===== config.mk =====
export PLATFORM = sky130hd
export DESIGN_NAME = fetch_sequencer
export DESIGN_NICKNAME = d
export VERILOG_FILES = /design/src/rtl/fetch_sequencer_pkg.sv /design/src/rtl/fetch_sequencer_pc_stack.sv /design/src/rtl/fetch_sequencer.sv
export SDC_FILE = /design/constraint.sdc
export NUM_CORES = 1
export LEC_CHECK = 0
export ABC_AREA = 0
export CAP_MARGIN = 30
export CORE_ASPECT_RATIO = 0.5
export CORE_UTILIZATION = 35
export DETAILED_ROUTE_END_ITERATION = 6
export SLEW_MARGIN = 20
export SYNTH_ARGS = -nofsm -noshare
export SYNTH_HDL_FRONTEND = slang
export SYNTH_SLANG_ARGS = --single-unit

===== constraint.sdc =====
create_clock -name clk -period 2.55 [get_ports clk]
set_clock_uncertainty 0.15 [all_clocks]
set_input_delay 0.255 -clock clk [delete_from_list [all_inputs] [get_ports clk]]
set_output_delay 0.255 -clock clk [all_outputs]
set_load 0.01 [all_outputs]

===== src/rtl/fetch_sequencer_pkg.sv =====
// Shared definitions for the fetch sequencer: machine-cycle names, fetch phases,
// opcode constants and instruction-class helpers also used by the decoder.
package fetch_sequencer_pkg;

  typedef enum logic [2:0] {A1, A2, A3, M1, M2, X1, X2, X3} cycle_e;

  typedef enum logic {FIRST, SECOND} phase_e;

  localparam logic [3:0] OPR_JCN = 4'h1;
  localparam logic [3:0] OPR_FIM = 4'h2;
  localparam logic [3:0] OPR_FIN = 4'h3;  // FIN and JIN share opr 3, split by opa[0]
  localparam logic [3:0] OPR_JUN = 4'h4;
  localparam logic [3:0] OPR_JMS = 4'h5;
  localparam logic [3:0] OPR_ISZ = 4'h7;
  localparam logic [3:0] OPR_BBL = 4'hC;

  function automatic logic is_fin(input logic [3:0] opr, input logic [3:0] opa);
    return (opr == OPR_FIN) && !opa[0];
  endfunction

  function automatic logic is_jin(input logic [3:0] opr, input logic [3:0] opa);
    return (opr == OPR_FIN) && opa[0];
  endfunction

  function automatic logic is_two_word(input logic [3:0] opr, input logic [3:0] opa);
    return (opr inside {OPR_JCN, OPR_JUN, OPR_JMS, OPR_ISZ}) ||
           ((opr == OPR_FIM) && !opa[0]);
  endfunction

endpackage


===== src/rtl/fetch_sequencer_pc_stack.sv =====
// Circular return-address stack: push writes at sp and advances it, pop steps back.
// No overflow/underflow tracking; a fourth push silently replaces the oldest entry.
module pc_stack #(
  parameter int DEPTH = 3
) (
  input  logic        clk,
  input  logic        rstN,
  input  logic        push,
  input  logic        pop,
  input  logic [11:0] push_data,
  output logic [11:0] pop_data,
  output logic [1:0]  sp
);

  localparam logic [1:0] LAST = 2'(DEPTH - 1);

  logic [11:0] entries [DEPTH];
  logic [1:0]  sp_up;
  logic [1:0]  sp_down;

  assign sp_up    = (sp == LAST) ? 2'd0 : sp + 2'd1;
  assign sp_down  = (sp == 2'd0) ? LAST : sp - 2'd1;
  assign pop_data = entries[sp_down];

  // NOTE: the entries are reset because the block must come out of reset with a
  // defined stack; a large RAM would normally be left unreset and only sp cleared.
  always_ff @(posedge clk or negedge rstN) begin
    if (!rstN) begin
      sp <= '0;
      for (int i = 0; i < DEPTH; i++) entries[i] <= '0;
    end else if (push) begin
      entries[sp] <= push_data;
      sp          <= sp_up;
    end else if (pop) begin
      sp <= sp_down;
    end
  end

endmodule


===== src/rtl/fetch_sequencer.sv =====
// Instruction fetch sequencer: 8-state machine cycle, ROM fetch, two-word handling,
// FIN indirect fetch, JIN/BBL, program counter and return-address stack.
module fetch_sequencer
  import fetch_sequencer_pkg::*;
#(
  parameter int STACK_DEPTH = 3
) (
  input  logic        clk,
  input  logic        rstN,
  input  logic        clkEn,
  input  logic [7:0]  romData,
  input  logic        ccIn,
  input  logic        iszZeroIn,
  input  logic [7:0]  pairData,
  output logic [2:0]  cycle,
  output logic [3:0]  opr,
  output logic [3:0]  opa,
  output logic        secondWord,
  output logic [7:0]  secondData,
  output logic [11:0] romAddr,
  output logic        romRe,
  output logic [11:0] pc,
  output logic [1:0]  sp
);

  cycle_e      cyc_q, cyc_d;
  phase_e      phase_q, phase_d;
  logic [3:0]  opr_d, opa_d;
  logic [7:0]  second_data_d;
  logic [11:0] rom_addr_d, pc_d;
  logic        rom_re_d;
  logic        push, pop;
  logic [11:0] pop_data;
  logic [11:0] pc_inc;

  assign cycle      = cyc_q;
  assign secondWord = (phase_q == SECOND);
  assign pc_inc     = pc + 12'd1;

  pc_stack #(.DEPTH(STACK_DEPTH)) u_stack (
    .clk       (clk),
    .rstN      (rstN),
    .push      (push && clkEn),
    .pop       (pop && clkEn),
    .push_data (pc),
    .pop_data  (pop_data),
    .sp        (sp)
  );

  // NOTE: every signal gets its hold value first so no path through the case
  // leaves one unassigned, which would otherwise infer a latch.
  always_comb begin
    cyc_d         = cycle_e'(cyc_q + 3'd1);
    phase_d       = phase_q;
    opr_d         = opr;
    opa_d         = opa;
    second_data_d = secondData;
    rom_addr_d    = romAddr;
    pc_d          = pc;
    push          = 1'b0;
    pop           = 1'b0;

    case (cyc_q)
      M1: begin
        if (phase_q == FIRST) begin
          opr_d = romData[7:4];
          opa_d = romData[3:0];
          pc_d  = pc_inc;
        end else begin
          second_data_d = romData;
          if (!is_fin(opr, opa)) pc_d = pc_inc;
        end
      end
      X3: begin
        if (phase_q == FIRST) begin
          if (is_two_word(opr, opa) || is_fin(opr, opa)) begin
            phase_d    = SECOND;
            rom_addr_d = is_fin(opr, opa) ? {pc[11:8], pairData} : pc;
          end else if (is_jin(opr, opa)) begin
            pc_d       = {pc[11:8], pairData};
            rom_addr_d = pc_d;
          end else if (opr == OPR_BBL) begin
            pop        = 1'b1;
            pc_d       = pop_data;
            rom_addr_d = pop_data;
          end else begin
            rom_addr_d = pc;
          end
        end else begin
          // Short jumps use the post-increment page, so a second word at xFF lands in the next page.
          phase_d = FIRST;
          case (opr)
            OPR_JUN: pc_d = {opa, secondData};
            OPR_JMS: begin
              push = 1'b1;
              pc_d = {opa, secondData};
            end
            OPR_JCN: if (ccIn)       pc_d = {pc[11:8], secondData};
            OPR_ISZ: if (!iszZeroIn) pc_d = {pc[11:8], secondData};
            default: ;
          endcase
          rom_addr_d = pc_d;
        end
      end
      default: ;
    endcase

    rom_re_d = (cyc_d == M1);
  end

  // NOTE: sequential state uses non-blocking assignments so every register
  // samples the pre-edge values regardless of statement order.
  always_ff @(posedge clk or negedge rstN) begin
    if (!rstN) begin
      cyc_q      <= A1;
      phase_q    <= FIRST;
      opr        <= '0;
      opa        <= '0;
      secondData <= '0;
      romAddr    <= '0;
      romRe      <= 1'b0;
      pc         <= '0;
    end else if (clkEn) begin
      cyc_q      <= cyc_d;
      phase_q    <= phase_d;
      opr        <= opr_d;
      opa        <= opa_d;
      secondData <= second_data_d;
      romAddr    <= rom_addr_d;
      romRe      <= rom_re_d;
      pc         <= pc_d;
    end
  end

endmodule


==> results.json <==
{
  "timing.slew.headroom_pct": 54.3,
  "crit-reg2reg-capture": "pc[10]",
  "grt_antenna_before_repair": 0,
  "min-delay-path-class": "primary input to asynchronous set/reset pin",
  "remaining_drc_errors": 0,
  "fp.dieW_um": 168,
  "critPathMaxStageDelay_ns": 0.58,
  "final.setup.tns_ns": 0,
  "htree_levels": 3,
  "routed_wire_length_per_instance_um": 19.9,
  "cp-end-kind": "register",
  "grt_setup_unrepaired": "no",
  "max-clock-path-buffers": 2,
  "overall_die_area_um2": 14300,
  "worstPathRequired_ns": 2.64,
  "drt-total-wl_um": 14500,
  "period_minus_slack_ns": 2.41,
  "run_status": "completed",
  "effective_utilization_at_floorplan_pct": 37.1,
  "ys_async_sr_fraction_pct": 100,
  "flow.area_growth_from_synthesis_pct": 29.5,
  "synth.ff_latch_count": 83,
  "worst_setup_hold_path_clk_slew_ns": 0.07,
  "ff2ff_path_depth": 7,
  "worstMarginPinSlew_ns": 0.686,
  "postSynthCellCount": 462,
  "synth_top_flop_cell": "sky130_fd_sc_hd__dfrtp_1",
  "setup_ws_ns": 0.140,
  "route.antenna.remaining_nets": 0,
  "placement.setup.worst_slack_ns": 0.0920,
  "yosys.area.top_type": "sky130_fd_sc_hd__dfrtp_1",
  "clock_latency_ns": 0.34,
  "period_share_pct": 94.5,
  "synth.net_count": 494,
  "area_of_combinational_cells_with_multiple_inputs_um2": 2540,
  "yosysWarnings": 0,
  "total_power_mw": 7.16,
  "seqCellArea_um2": 2080,
  "core_area_um2": 13100,
  "numPortBuffers": 67,
  "yosysSeqAreaShare_pct": 42.9,
  "timing.rr.start": "cycle[0]",
  "p_leak_nw": 2.69,
  "timing_hold_violations_final": 0,
  "layout-drive-gt1-share_pct": 26.6,
  "power.ir.vdd_worst_mv": 0.415,
  "nFillCells": 1231,
  "syn_area_per_cell_um2": 10.5,
  "clock.fmax_mhz": 415,
  "maxSlewViolCount": 0,
  "num_io_pins": 68,
  "dp_cells": 706,
  "power_density_nw_per_um2": 1140,
  "rrSetupSlack_ns": 0.14,
  "die_y_um": 85.2,
  "fp-row-count": 29,
  "synth.area.top_cells": "sky130_fd_sc_hd__dfrtp_1 43%, sky130_fd_sc_hd__mux2_2 15%, sky130_fd_sc_hd__mux2i_1 5.2%",
  "critPathMaxFanout": 8,
  "timing.critical_path.from_type": "register",
  "detailed_place_hpwl_um": 10700,
  "tritoncts": "yes",
  "finish.net_count": 583,
  "crit_chain": "ha_1, ha_1, inv_1, or4_4, o21ai_4, nor2_1, a221oi_1",
  "gp_congestion": 0.888,
  "fin_worst_hold_slack_ns": 0.296,
  "max-cap-violations": 0,
  "setup_viol_count_final": 0,
  "post_synth_instance_area_um2": 4840,
  "clock-sinks": 83,
  "grt_use_total_pct": 21.1,
  "1st_iter_drt_viols": 264,
  "detailedRoute.firstPassIterationCount": 4,
  "worst_path_most_repeated_cell": "sky130_fd_sc_hd__ha_1",
  "clock_root_buffer": "sky130_fd_sc_hd__clkbuf_16",
  "largest_net_degree_at_the_start_of_global_routing": 39,
  "grt_remaining_overflow": 0,
  "yosys.area.top_type_share_pct": 42.9,
  "vias_in_the_first_global_route": 4047,
  "grt_pass1_wl_um": 22900,
  "num_cts_buffers": 9,
  "synth-edff-count": 0,
  "via_density_per_instance": 5.65,
  "synth.distinct_cells": 62,
  "worst_ep_arrival_time_ns": 2.50,
  "critPathKind": "register to register",
  "vias": 4102,
  "slowest_stage": "sky130_fd_sc_hd__or4_4",
  "layout.cells.non_filler": 726,
  "antennaDiodeCount": 0
}
## final cells by class
| cell class | count | area share [%] |
|---|---|---|
| Tap cell | 170 | 3.39 |
| Clock inverter | 6 | 1.04 |
| Inverter | 13 | 0.778 |
| Timing Repair Buffer | 117 | 17.5 |
| Clock buffer | 10 | 3.65 |
| Sequential cell | 83 | 33.1 |
| Multi-Input combinational cell | 327 | 40.5 |
## cells in the mapped netlist, drive strengths merged, types with 2 or more instances
| library cell | n |
|---|---|
| ha | 11 |
| nand4bb | 2 |
| a221o | 4 |
| a31oi | 3 |
| a221oi | 3 |
| buf | 18 |
| nor3 | 9 |
| nand4 | 4 |
| dfrtp | 83 |
| or3 | 2 |
| a21oi | 14 |
| a31o | 4 |
| o221ai | 2 |
| a211oi | 4 |
| or2 | 3 |
| a22o | 2 |
| nand2 | 33 |
| clkbuf | 21 |
| a2111oi | 3 |
| and4bb | 2 |
| o21a | 4 |
| mux2 | 64 |
| o31ai | 4 |
| inv | 13 |
| o211a | 4 |
| a22oi | 5 |
| nor2 | 19 |
| nor2b | 2 |
| o21ai | 21 |
| nor3b | 2 |
| nand2b | 3 |
| nor4 | 5 |
| mux2i | 25 |
| nand3 | 33 |
| o2111ai | 2 |
| o211ai | 13 |
## how the worst max path moves through the flow
stage | from | to | slack [ns] | cells past startpoint
after floorplan | cycle[0] | u_stack.entries[10] | 0.11 | 10
after global placement | cycle[0] | pc[10] | 0.16 | 7
after detailed placement | ccIn | pc[5] | 0.09 | 6
after CTS | cycle[1] | pc[10] | 0.14 | 7
after global routing | cycle[1] | pc[10] | 0.009 | 7
final | cycle[0] | pc[10] | 0.14 | 7
## timing repair
action,CTS,global route
endpoints found under the setup margin,0,1
hold buffers,1,0
resized for setup,0,1
buffers inserted,0,3
hold endpoints to repair,36,0
## placed cells by master (no fill, tap or decap), drive strengths merged, types with 4 or more instances in the layout
master and count:
a22oi 5, clkbuf 10, o21ai 21, inv 14, dfrtp 83, o211ai 13, nor3 9, o211a 4
a21oi 14, o31ai 4, nor2 19, mux2i 25, nand2 33, a211oi 4, a31o 4, nand3 33
nor4 5, a221o 4, ha 11, nand4 4, o21a 4, buf 50, clkdlybuf4s50 66, mux2 64
## critical path: cells and delay by family (launching register included)
kind / cells / cell delay (ns)
AOI/OAI and AO/OA: 2 / 0.57
adders and majority gates: 2 / 0.37
buffers and inverters: 1 / 0.07
DFF: 1 / 0.40
and+or+nand+nor: 2 / 0.74
## flip-flops by register name, indices dropped and copies added (netlist names), 2 cells and up
register         count
u_stack.entries     36
cycle                3
opa                  4
romAddr             12
pc                  12
secondData           8
opr                  4
u_stack.sp           2
## power by group
part | internal, mW | total, mW | switching, mW
Sequential | 1.66 | 2.03 | 0.372
Clock | 0.762 | 1.33 | 0.565
Combinational | 1.83 | 3.80 | 1.96
## metrics by stage
step           cell area (um2)  util (%)
4_1_cts                   6240      47.8
5_1_grt                   6270      48.0
6_report                  6270      48.0
3_5_place_dp              5940      45.5
2_1_floorplan             4840         -
3_3_place_gp              5940      45.5
## cells by family after synthesis
family | Yosys count | share of synthesized area [%]
fa+ha+maj | 11 | 2.84
compound gates | 103 | 16.1
simple gates | 123 | 13.3
xor+xnor | 1 | 0.181
flops | 83 | 42.9
mux | 89 | 20.1
buf+inv | 52 | 4.68
## layer usage
layer  share of wire, %  global-route usage, %  vias up
met5                  0                      0        -
met4                1.3                   6.28        0
met3                7.1                   6.02       16
met2                 42                   30.0      133
met1                 50                   30.9     2049
li1                   -                      -     1904
(Power assumes the default switching activity.)
